===== config.mk =====
export PLATFORM = sky130hd
export DESIGN_NAME = pipe_hazard_unit
export DESIGN_NICKNAME = d
export VERILOG_FILES = /design/src/rtl/pipe_hazard_unit_pkg.sv /design/src/rtl/pipe_fwd_mux.sv /design/src/rtl/pipe_hazard_unit.sv
export SDC_FILE = /design/constraint.sdc
export NUM_CORES = 1
export LEC_CHECK = 0
export ABC_AREA = 0
export CAP_MARGIN = 5
export CORE_AREA = 2 2 262 264
export DETAILED_ROUTE_END_ITERATION = 8
export DIE_AREA = 0 0 264 266
export GPL_TIMING_DRIVEN = 0
export PLACE_DENSITY = 0.39
export SLEW_MARGIN = 20
export SYNTH_ARGS = -nofsm -noshare
export SYNTH_HDL_FRONTEND = slang
export SYNTH_HIERARCHICAL = 1
export SYNTH_SLANG_ARGS = --single-unit

===== constraint.sdc =====
create_clock -name clk -period 1.8 [get_ports clk]
set_input_delay 0.18 -clock clk [delete_from_list [all_inputs] [get_ports clk]]
set_output_delay 0.18 -clock clk [all_outputs]
set_load 0.005 [all_outputs]

===== src/rtl/pipe_hazard_unit_pkg.sv =====
// Shared types for the LEGv8 hazard unit: shadow-slot layout, forward-select
// codes, the XZR default index and the bubble (NOP) slot encoding.
package pipe_pkg;

    localparam int REG_AW_MAX   = 8;
    localparam int ZERO_REG_DEF = 31;

    typedef struct packed {
        logic                  valid;
        logic [REG_AW_MAX-1:0] rd;
        logic                  wr;
        logic                  load;
        logic                  setflag;
        logic [REG_AW_MAX-1:0] rn;
        logic [REG_AW_MAX-1:0] rm;
    } slot_t;

    typedef enum logic [1:0] {
        FWD_RF  = 2'd0,
        FWD_MEM = 2'd1,
        FWD_WB  = 2'd2
    } fwd_sel_e;

    // Bubble: invalid, and every register field parked on XZR so it never matches.
    function automatic slot_t nop_slot(input logic [REG_AW_MAX-1:0] zr);
        slot_t s;
        s         = '0;
        s.rd      = zr;
        s.rn      = zr;
        s.rm      = zr;
        return s;
    endfunction

    function automatic logic slot_match(input logic                  valid,
                                        input logic                  wr,
                                        input logic [REG_AW_MAX-1:0] rd,
                                        input logic [REG_AW_MAX-1:0] r,
                                        input logic [REG_AW_MAX-1:0] zr);
        return valid & wr & (rd == r) & (r != zr);
    endfunction

endpackage


===== src/rtl/pipe_fwd_mux.sv =====
// Operand forwarding select: MEM (non-load) beats WB beats register file.
module pipe_fwd_mux
    import pipe_pkg::*;
#(
    parameter int DATA_W   = 64,
    parameter int ZERO_REG = ZERO_REG_DEF
) (
    input  logic [REG_AW_MAX-1:0] src,
    input  logic                  mem_valid,
    input  logic                  mem_wr,
    input  logic                  mem_load,
    input  logic [REG_AW_MAX-1:0] mem_rd,
    input  logic                  wb_valid,
    input  logic                  wb_wr,
    input  logic [REG_AW_MAX-1:0] wb_rd,
    input  logic [DATA_W-1:0]     rf_data,
    input  logic [DATA_W-1:0]     mem_data,
    input  logic [DATA_W-1:0]     wb_data,
    output logic [1:0]            sel,
    output logic [DATA_W-1:0]     data
);

    localparam logic [REG_AW_MAX-1:0] ZR = REG_AW_MAX'(ZERO_REG);

    logic mem_hit;
    logic wb_hit;

    assign mem_hit = slot_match(mem_valid, mem_wr, mem_rd, src, ZR) & ~mem_load;
    assign wb_hit  = slot_match(wb_valid, wb_wr, wb_rd, src, ZR);

    always_comb begin
        sel  = FWD_RF;
        data = rf_data;
        if (mem_hit) begin
            sel  = FWD_MEM;
            data = mem_data;
        end else if (wb_hit) begin
            sel  = FWD_WB;
            data = wb_data;
        end
    end

endmodule


===== src/rtl/pipe_hazard_unit.sv =====
// Stall / bubble / flush and forwarding control for the 5-stage LEGv8 pipeline.
// Define HAZARD_PERF_CNT_EN to add saturating stall and flush event counters.
module pipe_hazard_unit
    import pipe_pkg::*;
#(
    parameter int DATA_W   = 64,
    parameter int REG_AW   = 5,
    parameter int ZERO_REG = ZERO_REG_DEF
) (
    input  logic              clk,
    input  logic              reset,
    input  logic [REG_AW-1:0] id_rn,
    input  logic [REG_AW-1:0] id_rm,
    input  logic              id_rn_used,
    input  logic              id_rm_used,
    input  logic [REG_AW-1:0] id_rd,
    input  logic              id_wr,
    input  logic              id_load,
    input  logic              id_setflag,
    input  logic              id_flagbr,
    input  logic              id_cbr,
    input  logic              branch_taken,
    input  logic [DATA_W-1:0] mem_alu,
    input  logic [DATA_W-1:0] wb_data,
    input  logic [DATA_W-1:0] ex_rf_a,
    input  logic [DATA_W-1:0] ex_rf_b,
    input  logic [DATA_W-1:0] id_rf_a,
    input  logic [DATA_W-1:0] id_rf_b,
    output logic [DATA_W-1:0] ex_opa,
    output logic [DATA_W-1:0] ex_opb,
    output logic [DATA_W-1:0] id_opa,
    output logic [DATA_W-1:0] id_opb,
    output logic              stall,
    output logic              idex_bubble,
    output logic              ifid_flush,
`ifdef HAZARD_PERF_CNT_EN
    output logic [31:0]       perf_stall_cnt,
    output logic [31:0]       perf_flush_cnt,
`endif
    output logic [1:0]        fwd_a_sel,
    output logic [1:0]        fwd_b_sel
);

    localparam logic [REG_AW_MAX-1:0] ZR = REG_AW_MAX'(ZERO_REG);

    function automatic logic [REG_AW_MAX-1:0] ext(input logic [REG_AW-1:0] r);
        logic [REG_AW_MAX-1:0] e;
        e             = '0;
        e[REG_AW-1:0] = r;
        return e;
    endfunction

    slot_t                 id_p0, ex_p1, mem_p2, wb_p3;
    logic [REG_AW_MAX-1:0] rn_p0, rm_p0;
    logic                  ex_vld, mem_vld, wb_vld;
    logic                  ex_hit_a, ex_hit_b, mem_ld_a, mem_ld_b;
    logic                  load_use, cbr_haz, flag_haz;
    logic [1:0]            id_sel_a, id_sel_b;

    assign rn_p0 = ext(id_rn);
    assign rm_p0 = ext(id_rm);

    always_comb begin
        id_p0 = '{valid: 1'b1, rd: ext(id_rd), wr: id_wr, load: id_load,
                  setflag: id_setflag, rn: rn_p0, rm: rm_p0};
    end

    // Slot state is masked while reset is held so outputs go quiet immediately.
    assign ex_vld  = ex_p1.valid  & ~reset;
    assign mem_vld = mem_p2.valid & ~reset;
    assign wb_vld  = wb_p3.valid  & ~reset;

    assign ex_hit_a = id_rn_used & slot_match(ex_vld, ex_p1.wr, ex_p1.rd, rn_p0, ZR);
    assign ex_hit_b = id_rm_used & slot_match(ex_vld, ex_p1.wr, ex_p1.rd, rm_p0, ZR);
    assign mem_ld_a = id_rn_used & mem_p2.load
                      & slot_match(mem_vld, mem_p2.wr, mem_p2.rd, rn_p0, ZR);
    assign mem_ld_b = id_rm_used & mem_p2.load
                      & slot_match(mem_vld, mem_p2.wr, mem_p2.rd, rm_p0, ZR);

    assign load_use = (ex_hit_a | ex_hit_b) & ex_p1.load;
    assign cbr_haz  = id_cbr & (ex_hit_a | ex_hit_b | mem_ld_a | mem_ld_b);
    assign flag_haz = id_flagbr & ex_vld & ex_p1.setflag;

    assign stall       = load_use | cbr_haz | flag_haz;
    assign idex_bubble = stall;
    assign ifid_flush  = branch_taken & ~stall;

    pipe_fwd_mux #(.DATA_W(DATA_W), .ZERO_REG(ZERO_REG)) u_fwd_ex_a (
        .src(ex_p1.rn), .mem_valid(mem_vld), .mem_wr(mem_p2.wr), .mem_load(mem_p2.load),
        .mem_rd(mem_p2.rd), .wb_valid(wb_vld), .wb_wr(wb_p3.wr), .wb_rd(wb_p3.rd),
        .rf_data(ex_rf_a), .mem_data(mem_alu), .wb_data(wb_data),
        .sel(fwd_a_sel), .data(ex_opa)
    );

    pipe_fwd_mux #(.DATA_W(DATA_W), .ZERO_REG(ZERO_REG)) u_fwd_ex_b (
        .src(ex_p1.rm), .mem_valid(mem_vld), .mem_wr(mem_p2.wr), .mem_load(mem_p2.load),
        .mem_rd(mem_p2.rd), .wb_valid(wb_vld), .wb_wr(wb_p3.wr), .wb_rd(wb_p3.rd),
        .rf_data(ex_rf_b), .mem_data(mem_alu), .wb_data(wb_data),
        .sel(fwd_b_sel), .data(ex_opb)
    );

    // ID-side muxes feed the branch comparator; the WB match also covers write-through.
    pipe_fwd_mux #(.DATA_W(DATA_W), .ZERO_REG(ZERO_REG)) u_fwd_id_a (
        .src(rn_p0), .mem_valid(mem_vld), .mem_wr(mem_p2.wr), .mem_load(mem_p2.load),
        .mem_rd(mem_p2.rd), .wb_valid(wb_vld), .wb_wr(wb_p3.wr), .wb_rd(wb_p3.rd),
        .rf_data(id_rf_a), .mem_data(mem_alu), .wb_data(wb_data),
        .sel(id_sel_a), .data(id_opa)
    );

    pipe_fwd_mux #(.DATA_W(DATA_W), .ZERO_REG(ZERO_REG)) u_fwd_id_b (
        .src(rm_p0), .mem_valid(mem_vld), .mem_wr(mem_p2.wr), .mem_load(mem_p2.load),
        .mem_rd(mem_p2.rd), .wb_valid(wb_vld), .wb_wr(wb_p3.wr), .wb_rd(wb_p3.rd),
        .rf_data(id_rf_b), .mem_data(mem_alu), .wb_data(wb_data),
        .sel(id_sel_b), .data(id_opb)
    );

    // ID -> EX (_p1) -> MEM (_p2) -> WB (_p3); a stall injects a bubble into EX.
    always_ff @(posedge clk) begin
        if (reset) begin
            ex_p1  <= nop_slot(ZR);
            mem_p2 <= nop_slot(ZR);
            wb_p3  <= nop_slot(ZR);
        end else begin
            wb_p3  <= mem_p2;
            mem_p2 <= ex_p1;
            ex_p1  <= stall ? nop_slot(ZR) : id_p0;
        end
    end

`ifdef HAZARD_PERF_CNT_EN
    function automatic logic [31:0] sat_inc(input logic [31:0] c, input logic en);
        return (en && c != 32'hFFFF_FFFF) ? c + 32'd1 : c;
    endfunction

    always_ff @(posedge clk) begin
        if (reset) begin
            perf_stall_cnt <= '0;
            perf_flush_cnt <= '0;
        end else begin
            perf_stall_cnt <= sat_inc(perf_stall_cnt, stall);
            perf_flush_cnt <= sat_inc(perf_flush_cnt, ifid_flush);
        end
    end
`endif

    logic unused_fields;
    assign unused_fields = ^{mem_p2.setflag, mem_p2.rn, mem_p2.rm, wb_p3.load,
                             wb_p3.setflag, wb_p3.rn, wb_p3.rm, id_sel_a, id_sel_b};

endmodule


# ---- Word level (Yosys, flattened, before mapping)
# Index checks and enable logic that the tools add are counted.
dict set report op_classes {
  add_sub_neg 0
  mul 0
  n_div 0
  magnitude_cmp 0
  eq_ne 14
  n_shift 0
  muxes 13
  bitwise_logic 49
  n_reduce_logical 1
}
# op count
set op_table {}
lappend op_table {{$mux 64} 8}
lappend op_table {{$eq 8x5->1} 6}
lappend op_table {{$and 1x1->1} 41}
lappend op_table {{$eq 8x8->1} 4}
lappend op_table {{$mux 28} 1}
lappend op_table {{$ne 8x5->1 const B} 2}
lappend op_table {{$ne 5x5->1 const B} 2}
lappend op_table {{$mux 2} 4}
lappend op_table {{$or 1x1->1} 5}
lappend op_table {{$not 1->1} 3}
lappend op_table {{$reduce_or 2->1} 1}
dict set report word_totals {
  reg_bits 49
  latch_bits 0
  ram_bits 0
  rom_bits 0
  in_bits 409
  out_inout_bits 263
  wordCells 94
  memories 0
}

# ---- Depth between registers and ports, before layout
# Gate-level depths: netlist of the first run.
dict set report depth {
  depth_word 14
  ltp_mapped 10
  mapped_depth_nobuf 6
}

# ---- Modules after synthesis
# The synthesis of the first run kept the hierarchy.
# module instances cells_each area_per_inst_um2 seq_area_each_um2
set by_module_without_submodules {}
lappend by_module_without_submodules {pipe_fwd_mux 4 283 1550.2 0.0}
lappend by_module_without_submodules {pipe_hazard_unit 1 120 1316.3 680.7}

# ---- Worst setup path after synthesis of the first run
# No wires, ideal clock.
dict set report synth_timing {
  path_kind {input to output}
  start {in reset}
  end {out ex_opa[29]}
  arrival_ns 1.858
  required_time_ns 1.620
  slack_ns -0.238
  stages 8
  n_path_buf 2
  path_cell_list {clkbuf_1 > nor2b_1 > nand4b_1 > or4_1 > inv_2 > buf_1 > a21oi_1 > a21oi_1}
}
dict set report synth_via {
  elab_chain_cells 7
  word_cells_on_any_way 12
  classes_between {mux (2); bitwise (10)}
}
# element line
set synth_rtl {}
lappend synth_rtl {{from (decl)} pipe_hazard_unit.sv:11} ;# input logic reset,
lappend synth_rtl {{$not 1->1} pipe_hazard_unit.sv:70} ;# assign mem_vld = mem_p2.valid & ~reset;
lappend synth_rtl {{$and 1x1->1} pipe_hazard_unit.sv:70}
lappend synth_rtl {{named net mem_vld} pipe_hazard_unit.sv:55} ;# logic ex_vld, mem_vld, wb_vld;
lappend synth_rtl {{$and 1x1->1 (3 in series)} pipe_hazard_unit_pkg.sv:39} ;# return valid & wr & (rd == r) & (r != zr);
lappend synth_rtl {{$and 1x1->1} pipe_fwd_mux.sv:28} ;# assign mem_hit = slot_match(mem_valid, mem_wr, mem_rd, src, ZR) & ~mem_load;
lappend synth_rtl {{$mux 64} pipe_fwd_mux.sv:34} ;# if (mem_hit) begin
lappend synth_rtl {{to (decl)} pipe_hazard_unit.sv:29} ;# output logic [DATA_W-1:0] ex_opa,
# The timed path passes the listed nets, and every way through them passes these cells.

# ---- Worst setup path in the final report of the first run
dict set report layout_timing {
  start {reg wb_p3[27] (netlist bit)}
  end {out id_opb[49]}
}
dict set report layout_via {
  elab_chain_cells 6
}
# element line
set layout_rtl {}
lappend layout_rtl {{from (decl)} pipe_hazard_unit.sv:53} ;# slot_t id_p0, ex_p1, mem_p2, wb_p3;
lappend layout_rtl {{from (signal assigned)} pipe_hazard_unit.sv:122} ;# wb_p3 <= nop_slot(ZR);
lappend layout_rtl {{from (signal assigned)} pipe_hazard_unit.sv:124} ;# wb_p3 <= mem_p2;
lappend layout_rtl {{$and 1x1->1} pipe_hazard_unit.sv:71} ;# assign wb_vld = wb_p3.valid & ~reset;
lappend layout_rtl {{named net wb_vld} pipe_hazard_unit.sv:55}
lappend layout_rtl {{$and 1x1->1 (3 in series)} pipe_hazard_unit_pkg.sv:39}
lappend layout_rtl {{$mux 64} pipe_fwd_mux.sv:37} ;# end else if (wb_hit) begin
lappend layout_rtl {{$mux 64} pipe_fwd_mux.sv:34}
lappend layout_rtl {{to (decl)} pipe_hazard_unit.sv:32} ;# output logic [DATA_W-1:0] id_opb,
# The timed path passes the listed nets, and every way through them passes these cells.

==> summary.txt, run 1 <==
GRT
  • Number of global-route vias before repair: 14300
  • Largest net degree at the start of global routing: 11
  • Initial antenna violation count: 20
  • Global-route wire length before repair: 116000 um
  • GR Overflow Total: 0
  • Gr usage total: 0.234

Setup path
  • Crit Path Max Fanout: 5
  • Crit path capture type: primary output
  • Critical Path AT: 2.52 ns
  • CP max-delay cell: or3_1
  • CP Launch Type: flip-flop
  • Worst Reg-to-Reg Cells: 7
  • Setup CP Type: flip-flop to primary output
  • Critical path data required time: 1.62 ns
  • Cell Chain, Critical Path: nor2b_4, buf_6, and2_4, o211ai_4, or3_1, buf_6, buf_12, buf_12, buf_8, mux2i_4, a21oi_2, buf_2
  • Slowest stage delay, CP: 0.34 ns

Clock network
  • Num CTS Buffers: 5
  • CTS Hold Buffers Added: 0
  • Root buffer cell: clkbuf_16
  • Clk sinks: 34
  • Worst-path clk slew: 0.05 ns
  • Max clock buf depth: 2
  • H-tree depth: 2
  • CTS tree: done
  • Clock Latency Late Sink: 0.27 ns

Routing
  • # DRC: 0
  • Routed wire length: 89600 um
  • Vias: 14000
  • DR pass1 iterations: 5
  • Starting DRT DRC Count: 602
  • Routed wire per std cell: 28.6 um
  • DRT antenna net count: 0
  • Via density: 4.47

Floorplanning
  • Die ar.: 70200 um^2
  • IO Pins: 672
  • Die W: 264 um
  • Row count: 96
  • Initial Util: 0.111
  • Die Height: 266 um
  • Core ar.: 67700 um^2

Timing
  • Relative slew slack: 0.570
  • Setup ws final: -0.902 ns
  • Period minus WS final: 2.70 ns
  • Tcrit/Tclk final: 1.50
  • Fin Clk Skew: 0.00293 ns
  • RSZ-0062 raised after global routing: true
  • Hold Violations, Final: 0
  • Final setup viols: 277
  • Worst slew pin tran: 0.642 ns
  • Fmax: 370 MHz
  • Fin. max-slew vios: 0

Power and ir drop
  • Leakage: 9.68 nW
  • Psw: 1.54 mW
  • Power Density: 196 nW/um^2
  • Pwr Total: 4.38 mW
  • Peak VDD IR: 0.000267 V
  • Power share of the clock group: 0.197
  • Gate power share: 0.612
  • Cell Int Power: 2.83 mW
  • Net switching fraction of the power: 0.353
  • Reg power frac: 0.191

Finish
  • Non-filler cells, final: 3132
  • Fin nets: 2651
  • FILL cells: 7161
  • Layout cells sized above 1: 0.541
  • Synth-to-layout area growth: 198%

Logic synthesis
  • Syn Area/Cell: 6.01 um^2
  • Synth warnings: 6
  • Cell Area, Synth: 7490 um^2
  • Post-Syn Instances: 1248

Place
  • Hpwl dp: 63900 um
  • GPL Wtd Cong: 0.957
  • PortBufs: 671
  • DP Cell Count: 2860

Run status
  • Failing checks: negative setup slack
  • Status: finished with violations

Flow run
  • # Max-Cap Violations: 0

Worst hold path
  • Worst hold stages: 2
  • HP Class: primary input to flip-flop
## per-layer routing
layer | track usage | vias to the layer above | part of all wire
met4 | 0.0729 | 10 | 0.038
met1 | 0.288 | 6810 | 0.42
met3 | 0.0455 | 155 | 0.063
li1 | - | 6309 | -
met2 | 0.407 | 721 | 0.48
met5 | 0 | - | 0.00064
## critical path: cells and delay by family, from the launching register on
family	cells	cell delay, ns
simple gates	3	0.67
compound gates	2	0.23
mux	1	0.19
flops	1	0.31
buf+inv	6	0.83
## sequential cells by signal, indices dropped and copies added (netlist names)
signal	flops
mem_p2	8
wb_p3	7
ex_p1	19
## power groups by stage
stage | Clock (mW) | Sequential (mW) | Combinational (mW)
finish | 0.861 | 0.837 | 2.68
CTS | 0.874 | 0.837 | 2.42
floorplan | 0 | 0.841 | 0.619
global placement | 0 | 0.858 | 2.49
global route | 0.907 | 0.841 | 2.83
detailed placement | 0 | 0.859 | 2.50
## path summary, 6_finish.rpt
kind	start	to	slack (ns)
setup / recovery	wb_p3[27]$_SDFF_PP0_	id_opb[49]	-0.90
hold reg to reg	ex_p1[17]$_SDFF_PP0_	mem_p2[17]$_SDFF_PP0_	0.45
setup reg to reg	mem_p2[22]$_SDFF_PP1_	ex_p1[4]$_SDFF_PP1_	-0.05
hold / removal	id_rn[0]	ex_p1[8]$_SDFF_PP1_	0.24
## layout by cell type, fill, tap and decap left out, types with 33 or more instances in the layout
master	n
a21oi_2	205
buf_4	75
a21oi_4	37
mux2i_1	105
buf_8	42
buf_6	113
buf_12	88
nor2_4	133
nand2_1	79
xnor2_1	59
buf_2	248
clkdlybuf4s50_1	396
conb_1	60
clkbuf_16	33
nor2_1	94
a21oi_1	150
nor2_2	35
## layout make-up
class	count	area, um^2	area share
plain buffers	83	1460	0.0654
multi-input cells	1166	9510	0.426
repair buffers	948	9270	0.416
inverters	4	68.8	0.00308
diodes	7	17.5	0.000785
well taps	882	1100	0.0495
clock inverters	1	5.00	0.000224
flip-flops and latches	34	729	0.0327
clock buffers	7	143	0.00639
## what timing repair did
| action | CTS | global route |
|---|---|---|
| pin swaps | 178 | 135 |
| resized for setup | 1771 | 643 |
| endpoints found under the setup margin | 282 | 282 |
| buffers inserted | 188 | 80 |
| cloned | 25 | 13 |
## per-stage QoR
stage / setup slack, ns / utilization / hold slack [ns] / instance area, um^2 / TNS (ns)
after floorplan: -0.0952 / - / 0.259 / 7940 / -8.59
after global placement: -3.00 / 0.233 / 0.456 / 15800 / -590.32
after detailed placement: -2.61 / 0.233 / 0.454 / 15800 / -549.53
after CTS: -0.999 / 0.291 / 0.236 / 19700 / -206.20
after global routing: -0.991 / 0.329 / 0.250 / 22300 / -216.32
final: -0.902 / 0.329 / 0.238 / 22300 / -195.45
(Power assumes the default switching activity.)
==> inputs of run 2 (changes only) <==
--- a/config.mk
+++ b/config.mk
@@ -5,13 +5,13 @@
 export SDC_FILE = /design/constraint.sdc
 export NUM_CORES = 1
 export LEC_CHECK = 0
-export ABC_AREA = 0
+export ABC_AREA = 1
 export CAP_MARGIN = 5
-export CORE_AREA = 2 2 262 264
+export CORE_AREA = 2 2 259 261
 export DETAILED_ROUTE_END_ITERATION = 8
-export DIE_AREA = 0 0 264 266
-export GPL_TIMING_DRIVEN = 0
-export PLACE_DENSITY = 0.39
+export DIE_AREA = 0 0 261 263
+export PLACE_DENSITY = 0.47
+export REMOVE_ABC_BUFFERS = 1
 export SLEW_MARGIN = 20
 export SYNTH_ARGS = -nofsm -noshare
 export SYNTH_HDL_FRONTEND = slang
==> summary.txt, run 2 <==
Clock network
  • CTS tree: done (unchanged)
  • Root buffer cell: clkbuf_16 (unchanged)
  • Num CTS Buffers: 5 (unchanged)
  • Worst-path clk slew: 0.05 ns (about the same)
  • CTS Hold Buffers Added: 0 (unchanged)
  • Clk sinks: 34 (unchanged)
  • Max clock buf depth: 2 (unchanged)
  • Clock Latency Late Sink: 0.28 ns (was 0.27 ns)
  • H-tree depth: 2 (unchanged)

Setup path
  • Setup CP Type: flip-flop to primary output (unchanged)
  • Crit path capture type: primary output (unchanged)
  • Setup slack, reg-to-reg: 0.05 ns (was -0.05 ns)
  • Crit Path Max Fanout: 23 (was 5)
  • Critical path data required time: 1.62 ns (about the same)
  • Critical Path AT: 2.25 ns (was 2.52 ns)
  • Worst Reg-to-Reg Cells: 13 (was 7)
  • Slowest stage delay, CP: 0.32 ns (was 0.34 ns)
  • End of the worst register-to-register path: ex_p1[12]$_SDFF_PP1_ (was ex_p1[4]$_SDFF_PP1_)
  • Cell Chain, Critical Path: inv_2, nor2_1, buf_4, nand2_1, nor2_2, nand3_1, nor2_2, nand2_4, buf_4, nand3_1, nand2_1, dlygate4sd2_1 (was nor2b_4, buf_6, and2_4, o211ai_4, or3_1, buf_6, buf_12, buf_12, buf_8, mux2i_4, a21oi_2, buf_2)
  • CP max-delay cell: dfxtp_2 (was or3_1)
  • CP Launch Type: flip-flop (unchanged)
  • Reg2reg start: mem_p2[22]$_SDFF_PP1_ (unchanged)

Timing
  • RSZ-0062 raised after global routing: true (unchanged)
  • Hold Violations, Final: 0 (unchanged)
  • Tcrit/Tclk final: 1.35 (was 1.50)
  • Fmax: 411 MHz (was 370 MHz)
  • Final setup viols: 263 (was 277)
  • Fin Clk Skew: 0.00648 ns (was 0.00293 ns)
  • Period minus WS final: 2.43 ns (was 2.70 ns)
  • Fin. max-slew vios: 0 (unchanged)
  • Setup ws final: -0.632 ns (was -0.902 ns)

Run status
  • Failing checks: negative setup slack (unchanged)
  • Status: finished with violations (unchanged)

Finish
  • Commonest cells after routing, fill and taps aside: nand2_1 (770), inv_1 (617), nand3_1 (406), clkdlybuf4s50_1 (399), nand2_2 (178) (was clkdlybuf4s50_1 (396), buf_2 (248), a21oi_2 (205), a21oi_1 (150), nor2_4 (133))
  • FILL cells: 7142 (was 7161)
  • Max reg flops: 19 (unchanged)
  • Layout cells sized above 1: 0.322 (was 0.541)
  • Synth-to-layout area growth: 124% (was 198%)
  • Top flop regs: ex_p1 x19, mem_p2 x8, wb_p3 x7 (unchanged)
  • Design area: 26400 um^2 (was 22300 um^2)
  • Fin nets: 4013 (was 2651)
  • Most common cell after layout, fill and taps aside: nand2_1 (was clkdlybuf4s50_1)
  • Post-layout util: 0.402 (was 0.329)
  • Non-filler cells, final: 4485 (was 3132)
  • Largest Register: ex_p1 (unchanged)

Routing
  • Starting DRT DRC Count: 1939 (was 602)
  • Via density: 4.53 (was 4.47)
  • Routed wire length: 111000 um (was 89600 um)
  • Vias: 20300 (was 14000)
  • DRT antenna net count: 0 (unchanged)
  • # DRC: 0 (unchanged)
  • Routed wire per std cell: 24.8 um (was 28.6 um)
  • DR pass1 iterations: 7 (was 5)

Worst hold path
  • Worst hold stages: 3 (was 2)
  • HP Class: primary input to flip-flop (unchanged)
  • Hold_sp: reset (was id_rn[0])
  • Hold path endpoint: wb_p3[27]$_SDFF_PP0_ (was ex_p1[8]$_SDFF_PP1_)

Floorplanning
  • Row count: 94 (was 96)
  • Initial Util: 0.180 (was 0.111)
  • Die ar.: 68600 um^2 (was 70200 um^2)
  • Core ar.: 65600 um^2 (was 67700 um^2)
  • Die Height: 263 um (was 266 um)
  • IO Pins: 672 (unchanged)
  • Die W: 261 um (was 264 um)

GRT
  • Largest net degree at the start of global routing: 40 (was 11)
  • Global-route wire length before repair: 140000 um (was 116000 um)
  • Number of global-route vias before repair: 18600 (was 14300)
  • Initial antenna violation count: 34 (was 20)
  • Gr usage total: 0.285 (was 0.234)
  • GR Overflow Total: 0 (unchanged)

Power and ir drop
  • Leakage: 15.0 nW (was 9.68 nW)
  • Power Density: 210 nW/um^2 (was 196 nW/um^2)
  • Peak VDD IR: 0.000292 V (was 0.000267 V)

Logic synthesis
  • Synth warnings: 6 (unchanged)
  • Post-Syn Instances: 2556 (was 1248)
  • Syn Area/Cell: 4.61 um^2 (was 6.01 um^2)
  • Cell Area, Synth: 11800 um^2 (was 7490 um^2)

Place
  • Placed Area: 21100 um^2 (was 15800 um^2)
  • GPL Wtd Cong: 0.934 (was 0.957)
  • DP Cell Count: 4255 (was 2860)
  • PortBufs: 671 (unchanged)
  • Hpwl dp: 69400 um (was 63900 um)

Flow run
  • # Max-Cap Violations: 0 (unchanged)
-- run 2: cell types whose count changed in the layout (fill, tap and decap cells not counted), moves of 121 or more --
cell / change
a21oi_1: -149
nand2_2: +149
inv_1: +617
nand2_1: +691
nand3_1: +393
a21oi_2: -205
nand3_2: +121
-- run 2: timing repair --
item | CTS | global route
gates cloned | 44 | 33
pin swaps | 86 | 230
gates resized for setup | 895 | 903
buffers inserted | 90 | 68
setup endpoints to repair | 282 | 273
-- run 2: through the flow --
step	TNS [ns]	setup WS [ns]	power [mW]	hold WS [ns]
detailed placement	-284.57	-1.26	4.38	0.424
CTS	-176.76	-0.787	5.27	0.358
global route	-165.87	-0.745	5.88	0.378
floorplan	-853.12	-3.32	1.89	0.252
finish	-137.41	-0.632	5.54	0.352
global placement	-284.02	-1.28	4.38	0.429
-- run 2: final cells by class --
cell class / instances / area [um^2] / share of cell area
multi-input combinational: 1815 / 9660 / 0.366
clock buffer: 6 / 139 / 0.00526
sequential: 34 / 713 / 0.0270
tap: 864 / 1080 / 0.0410
antenna: 17 / 42.5 / 0.00161
timing repair inverter: 1 / 16.3 / 0.000616
clock inverter: 1 / 30.0 / 0.00114
inverter: 652 / 2500 / 0.0949
timing repair buffer: 1095 / 12200 / 0.462
-- run 2: power by group --
group / internal, mW / switching, mW
logic: 1.90 / 1.82
clock network: 0.683 / 0.312
registers: 0.788 / 0.0411
total: 3.37 / 2.17
-- run 2: per-layer routing --
layer / share of wire / vias to the layer above / GRT usage
met5: 0.0013 / - / 0
met4: 0.045 / 22 / 0.118
met3: 0.093 / 265 / 0.0627
met2: 0.46 / 1155 / 0.479
met1: 0.40 / 9295 / 0.350
li1: - / 9579 / -
-- run 2: worst max path at each step --
| stage | start | end | slack (ns) | cells after the start |
|---|---|---|---|---|
| after floorplan | wb_p3[27]$_SDFF_PP0_ | ex_opa[0] | -3.32 | 10 |
| after global placement | reset | ex_opb[8] | -1.28 | 14 |
| after detailed placement | reset | ex_opb[8] | -1.26 | 14 |
| after CTS | wb_p3[27]$_SDFF_PP0_ | ex_opa[16] | -0.79 | 16 |
| after global routing | wb_p3[27]$_SDFF_PP0_ | ex_opa[5] | -0.75 | 16 |
| final | mem_p2[27]$_SDFF_PP0_ | ex_opa[0] | -0.63 | 12 |
-- run 2: worst max-delay path, delay by kind of cell, from the launching register on --
kind                   cells  cell delay [ns]
buffers and inverters      4             0.72
flip-flops                 1             0.32
AND/OR/NAND/NOR            8             0.89
==> inputs of run 3 (changes only) <==
--- a/config.mk
+++ b/config.mk
@@ -10,6 +10,7 @@
 export CORE_AREA = 2 2 259 261
 export DETAILED_ROUTE_END_ITERATION = 8
 export DIE_AREA = 0 0 261 263
+export MAX_ROUTING_LAYER = met4
 export PLACE_DENSITY = 0.47
 export REMOVE_ABC_BUFFERS = 1
 export SLEW_MARGIN = 20
==> summary.txt, run 3 <==
Run status
  • Status: aborted with a tool error (was finished with violations)
  • Fail Step: detailed routing (5_2_route)
  • Err: [ERROR DRT-0255] Maze Route cannot find path of net id_rf_a[4] in worker of routeBox ( 241500 144900 ) ( 261000 193200 ).

Floorplanning
  • Row count: 94 (unchanged)
  • Initial Util: 0.180 (unchanged)
  • IO Pins: 672 (unchanged)
  • Die Height: 263 um (unchanged)
  • Die W: 261 um (unchanged)

Place
  • PortBufs: 671 (unchanged)
  • Placed Area: 21300 um^2 (was 21100 um^2)
  • Hpwl dp: 70500 um (was 69400 um)
  • GPL Wtd Cong: 0.935 (was 0.934)
  • Place WS: -1.32 ns (was -1.26 ns)

Logic synthesis
  • Post-Syn Instances: 2556 (unchanged)
  • Synth warnings: 6 (unchanged)
  • Cell Area, Synth: 11800 um^2 (unchanged)
  • Syn Area/Cell: 4.61 um^2 (unchanged)

Clock network
  • Num CTS Buffers: 5 (unchanged)
  • CTS Hold Buffers Added: 0 (unchanged)
  • Root buffer cell: clkbuf_16 (unchanged)
  • H-tree depth: 2 (unchanged)
  • Max clock buf depth: 2 (unchanged)

Timing
  • Post-GRT worst EP: id_opa[11]
  • Worst-path end type: primary output

GRT
  • Number of global-route vias before repair: 20000 (was 18600)
  • Initial antenna violation count: 35 (was 34)
  • Global-route wire length before repair: 148000 um (was 140000 um)
  • Gr usage total: 0.311 (was 0.285)
  • Largest net degree at the start of global routing: 42 (was 40)
  • GR Overflow Total: 0 (unchanged)
-- run 3: stage by stage --
stage          cells  hold WS [ns]
2_1_floorplan   2501         0.252
3_3_place_gp    4268         0.424
3_5_place_dp    4268         0.431
4_1_cts         4536         0.416
5_1_grt         4636         0.431
-- run 3: metal layers --
layer and global-route usage:
met2 0.505, met5 -, met3 0.0639, met4 0.118, met1 0.376
-- run 3: repair_timing --
| action | in CTS | in global routing |
|---|---|---|
| buffers inserted | 215 | 124 |
| cloned | 51 | 9 |
| gates resized for setup | 1465 | 826 |
| pin swaps | 208 | 295 |
| endpoints found under the setup margin | 282 | 282 |
==> inputs of run 4 (changes only) <==
--- a/config.mk
+++ b/config.mk
@@ -10,8 +10,7 @@
 export CORE_AREA = 2 2 259 261
 export DETAILED_ROUTE_END_ITERATION = 8
 export DIE_AREA = 0 0 261 263
-export MAX_ROUTING_LAYER = met4
-export PLACE_DENSITY = 0.47
+export PLACE_DENSITY_LB_ADDON = 0.15
 export REMOVE_ABC_BUFFERS = 1
 export SLEW_MARGIN = 20
 export SYNTH_ARGS = -nofsm -noshare
==> constraint.sdc (replaced) <==
create_clock -name clk -period 2.3 [get_ports clk]
set_input_delay 0.23 -clock clk [delete_from_list [all_inputs] [get_ports clk]]
set_output_delay 0.23 -clock clk [all_outputs]
set_load 0.005 [all_outputs]
==> summary.txt, run 4 (same netlist as run 2, synthesis figures left out) <==
Power and ir drop
  • Peak VDD IR: 0.000218 V
  • Power Density: 173 nW/um^2
  • Power share of the clock group: 0.164
  • Cell Int Power: 2.44 mW
  • Reg power frac: 0.158
  • Psw: 1.66 mW
  • Pwr Total: 4.10 mW
  • Leakage: 14.1 nW
  • Net switching fraction of the power: 0.404
  • Gate power share: 0.677

Clock network
  • Clock Latency Late Sink: 0.28 ns
  • H-tree depth: 2 (unchanged)
  • CTS tree: done
  • Clk sinks: 34
  • Num CTS Buffers: 5 (unchanged)
  • Max clock buf depth: 2 (unchanged)
  • Worst-path clk slew: 0.06 ns
  • Root buffer cell: clkbuf_16 (unchanged)

Finish
  • Layout cells sized above 1: 0.198
  • Non-filler cells, final: 4394
  • Most common cell after layout, fill and taps aside: nand2_1
  • Commonest cells after routing, fill and taps aside: nand2_1 (950), inv_1 (618), nand3_1 (459), clkdlybuf4s50_1 (418), buf_4 (170)
  • Top flop regs: ex_p1 x19, mem_p2 x8, wb_p3 x7
  • Max reg flops: 19
  • Fin nets: 3912
  • FILL cells: 7489
  • Synth-to-layout area growth: 101%
  • Largest Register: ex_p1

Timing
  • Final setup viols: 260
  • Setup TNS: -56.54 ns
  • Fmax: 361 MHz
  • Fin Clk Skew: 0.00437 ns
  • Period minus WS final: 2.77 ns
  • Setup ws final: -0.469 ns
  • Tcrit/Tclk final: 1.20
  • Hold Violations, Final: 0
  • Fin. max-slew vios: 0
  • RSZ-0062 raised after global routing: true

Setup path
  • Crit Path Max Fanout: 25
  • Worst Reg-to-Reg Cells: 13
  • End of the worst register-to-register path: ex_p1[11]$_SDFF_PP1_
  • Slowest stage delay, CP: 0.55 ns
  • CP Launch Type: flip-flop
  • Critical Path End: ex_opa[58]
  • CP max-delay cell: clkdlybuf4s50_1
  • Reg2reg start: mem_p2[22]$_SDFF_PP1_
  • Number of cells on the critical path: 13
  • CP Buf/Inv Count: 4
  • Critical path data required time: 2.07 ns
  • Worst setup path start: wb_p3[27]$_SDFF_PP0_
  • Critical path's top delay family: simple AND/OR/NAND/NOR gates
  • Critical Path AT: 2.54 ns
  • Cell Chain, Critical Path: inv_2, nor2_4, buf_6, nand2_1, nor2_1, nand2_1, nor2_4, nand3_4, buf_12, nand2_1, nand3_1, nand2_1, clkdlybuf4s50_1
  • Setup CP Type: flip-flop to primary output
  • Setup slack, reg-to-reg: 0.57 ns
  • Top cell by count, worst path: nand2_1
  • Crit path capture type: primary output

Floorplanning
  • IO Pins: 672 (unchanged)
  • Die Height: 263 um (unchanged)
  • Row count: 94 (unchanged)
  • Core ar.: 65600 um^2
  • Initial Util: 0.180 (unchanged)
  • Die W: 261 um (unchanged)
  • Die ar.: 68600 um^2

Run status
  • Failing checks: negative setup slack
  • Status: finished with violations (was aborted with a tool error)

GRT
  • GR Overflow Total: 0 (unchanged)
  • Largest net degree at the start of global routing: 65 (was 42)
  • Gr usage total: 0.269 (was 0.311)
  • Initial antenna violation count: 41 (was 35)
  • Number of global-route vias before repair: 17600 (was 20000)
  • Global-route wire length before repair: 133000 um (was 148000 um)

Place
  • PortBufs: 671 (unchanged)
  • DP Cell Count: 4233 (was 4268)
  • Hpwl dp: 76100 um (was 70500 um)
  • GPL Wtd Cong: 0.937 (was 0.935)

Worst hold path
  • HP Class: flip-flop to flip-flop

Routing
  • DR pass1 iterations: 6
  • Routed wire length: 103000 um
  • Routed wire per std cell: 23.4 um
  • Vias: 19200
  • Starting DRT DRC Count: 1672
  • # DRC: 0
  • Via density: 4.37
  • DRT antenna net count: 0

Flow run
  • # Max-Cap Violations: 0
run 4: how the worst min path moves through the flow:
stage / start / endpoint / cells past startpoint
6_report: ex_p1[17]$_SDFF_PP0_ / mem_p2[17]$_SDFF_PP0_ / 2
2_1_floorplan: reset / mem_p2[17]$_SDFF_PP0_ / 1
3_3_place_gp: ex_p1[17]$_SDFF_PP0_ / mem_p2[17]$_SDFF_PP0_ / 2
4_1_cts: ex_p1[17]$_SDFF_PP0_ / mem_p2[17]$_SDFF_PP0_ / 2
5_1_grt: ex_p1[17]$_SDFF_PP0_ / mem_p2[17]$_SDFF_PP0_ / 2
3_5_place_dp: ex_p1[17]$_SDFF_PP0_ / mem_p2[17]$_SDFF_PP0_ / 2
run 4: cell type report:
type,count,area [um^2],area share
Clock buffer,7,143,0.00603
Timing Repair Buffer,995,10600,0.447
Sequential cell,34,693,0.0293
Multi-Input combinational cell,1815,8620,0.364
Inverter,652,2480,0.105
Clock inverter,1,5.00,0.000212
Tap cell,864,1080,0.0457
Antenna cell,26,65.1,0.00275
run 4: worst register-to-register path: cells and delay by family (launching register included):
kind | cells | cell delay [ns]
AOI/OAI and AO/OA | 1 | 0.06
buffers and inverters | 4 | 0.55
DFF | 1 | 0.32
and+or+nand+nor | 8 | 0.63
run 4: power groups by stage:
| stage | Sequential [mW] | Clock [mW] | Combinational [mW] |
|---|---|---|---|
| finish | 0.649 | 0.673 | 2.77 |
| global placement | 0.662 | 0 | 2.74 |
| detailed placement | 0.662 | 0 | 2.73 |
| CTS | 0.649 | 0.684 | 2.71 |
| floorplan | 0.655 | 0 | 0.824 |
| global route | 0.653 | 0.704 | 3.00 |
run 4: repair_timing:
item | CTS | global route
setup buffers | 33 | 73
pin swaps | 37 | 75
endpoints found under the hold margin | 0 | 0
setup endpoints to repair | 263 | 263
cloned | 11 | 18
resized for setup | 387 | 517
hold buffers | 0 | 0
run 4: routing by layer:
layer	up-vias	global-route usage	wire, um
met1	8694	0.331	40900
li1	9351	-	-
met4	24	0.111	4860
met2	927	0.452	47700
met5	-	0	157
met3	193	0.0574	9160
run 4: stage by stage:
step / util / hold WS [ns] / cell area, um^2 / worst slack [ns]
4_1_cts: 0.335 / 0.435 / 22000 / -0.544
3_5_place_dp: 0.319 / 0.427 / 21000 / -1.02
3_3_place_gp: 0.319 / 0.430 / 21000 / -1.05
5_1_grt: 0.360 / 0.454 / 23600 / -0.570
6_report: 0.361 / 0.433 / 23700 / -0.469
2_1_floorplan: - / 0.302 / 10900 / -2.87
==> patch (flow settings as in run 2) <==
Add a define of `HAZARD_PERF_CNT_EN`.
--- a/src/rtl/pipe_hazard_unit.sv
+++ b/src/rtl/pipe_hazard_unit.sv
@@ -1,4 +1,6 @@
 // Stall / bubble / flush and forwarding control for the 5-stage LEGv8 pipeline.
 // Define HAZARD_PERF_CNT_EN to add saturating stall and flush event counters.
+`define HAZARD_PERF_CNT_EN
+
 module pipe_hazard_unit
     import pipe_pkg::*;
New outputs: perf_flush_cnt and perf_stall_cnt. Check against the original RTL: not settled (the Yosys comparison gave no result); the edit may change what the design does.
==> patch against run 2 <==
  * Synthesized area is 33% higher
  * Critical path depth increased by 3
  * The run still ends with setup timing left
  * Routed wire length up 20%
  * Largest power group unchanged
  * Highest routed layer unchanged
  * Worst setup slack got worse by 130 ps
  * Design area rose by 22%
  * Core utilization up 8.8 points
  * Clock skew increased by 9.2 ps
  * Critical endpoint is now id_opb[49]
  * Total power up 62%
  * Sequential cell count up 64
  * Hold slack worse by 150 ps
  * Sequential power increased to 2.7 times the old value
  * Fmax shrank 5.0%
==> patch: results (changes against run 2) <==
| Metric | Value |
|---|---|
| P_leak | 17.14 nW (+14%) |
| Share of cells above drive strength 1 | 0.2882 (-0.03339) |
| Highest-delay cell along the critical path | dfxtp_1 |
| Final-report setup violation count | 346 (+32%) |
| First-pass iteration count of the detailed router | 6 (-1) |
| Failing checks | setup timing |
| RePlAce Congestion | 1.065 (+14%) |
| Outcome | finished with violations |
| Worst Skew | 15.69 ps (+9.207 ps) |
| Routing usage on met3 | 0.1115 (+0.04882) |
| Global-route wire length before repair | 180600 µm (+29%) |
| Final worst setup slack | -760.4 ps (-128.7 ps) |
| Filler Cell Count | 6967 (-2.5%) |
| Setup tns final | -174810 ps (-37410 ps) |
| GR Util met2 | 0.5603 (+0.08173) |
| Layout Nets | 4778 (+19%) |
| Pint | 5.675 mW (+69%) |
| Drt total wl | 133900 µm (+20%) |
| H-tree depth | 3 (+1) |
| Met1 Use GR | 0.4693 (+0.1193) |
| Initial antenna violation count | 65 (+91%) |
| Initial DRC Count | 2689 (+39%) |
| Vias | 25338 (+25%) |
| Synth Instances | 3143 (+23%) |
| Largest registers | perf_flush_cnt x32, perf_stall_cnt x32, ex_p1 x19 |
| R2R cell count | 18 (+5) |
| IR Drop Worst-Case VDD | 0.4700 mV (+61%) |
| Crit-path max FO | 7 (-70%) |
| Placed cells | 5051 (+19%) |
| Crit path DAT | 2380 ps (+130 ps) |
| CTS Buf Count | 9 (+4) |
| Pre-CTS setup slack | -1040 ps (+218.5 ps) |
[patch: final timing paths]
| kind | from | end |
|---|---|---|
| worst max-delay path | wb_p3[27] | id_opb[49] |
| worst min-delay path | reset | mem_p2[17] |
| worst max register to register | mem_p2[21] | perf_stall_cnt[26] |
| worst min register to register | ex_p1[17] | mem_p2[17] |
[patch: cell type report]
cell class | instances | share of cell area
flip-flops and latches | 98 | 0.06211
repair buffers | 1292 | 0.4355
diodes | 32 | 0.002491
inverters | 682 | 0.08055
multi-input cells | 2284 | 0.3752
clock inverters | 6 | 0.003113
clock buffers | 10 | 0.007433
well taps | 864 | 0.03362
[patch: routing by layer]
layer,vias to the layer above,wire length [µm]
met4,46,8233
li1,11834,-
met1,11611,53130
met3,348,15570
met2,1499,56700
met5,-,287
[patch: power by group through the flow]
stage | combinational (mW) | sequential [mW] | clock, mW
after floorplan | 1.09 | 2.30 | 0
after global placement | 4.16 | 2.31 | 0
after detailed placement | 4.15 | 2.31 | 0
after CTS | 4.16 | 2.26 | 2.32
after global routing | 4.73 | 2.26 | 2.38
final | 4.49 | 2.25 | 2.26
[patch: timing repair]
| item | CTS | global route |
|---|---|---|
| gates cloned | 33 | 8 |
| pin swaps | 102 | 131 |
| setup endpoints to repair | 346 | 346 |
| gates resized for setup | 1098 | 594 |
| buffers inserted | 73 | 68 |
| hold buffers | 0 | 0 |
[patch: worst min-delay path: stages]
cell and delay (ps):
buf_2 160, buf_4 150, nor2_1 40
[patch: per-stage QoR]
stage          utilization  power [mW]
3_5_place_dp        0.4171       6.456
2_1_floorplan            -       3.384
4_1_cts             0.4608       8.732
5_1_grt             0.4895       9.363
6_report            0.4899       9.002
3_3_place_gp        0.4171       6.464
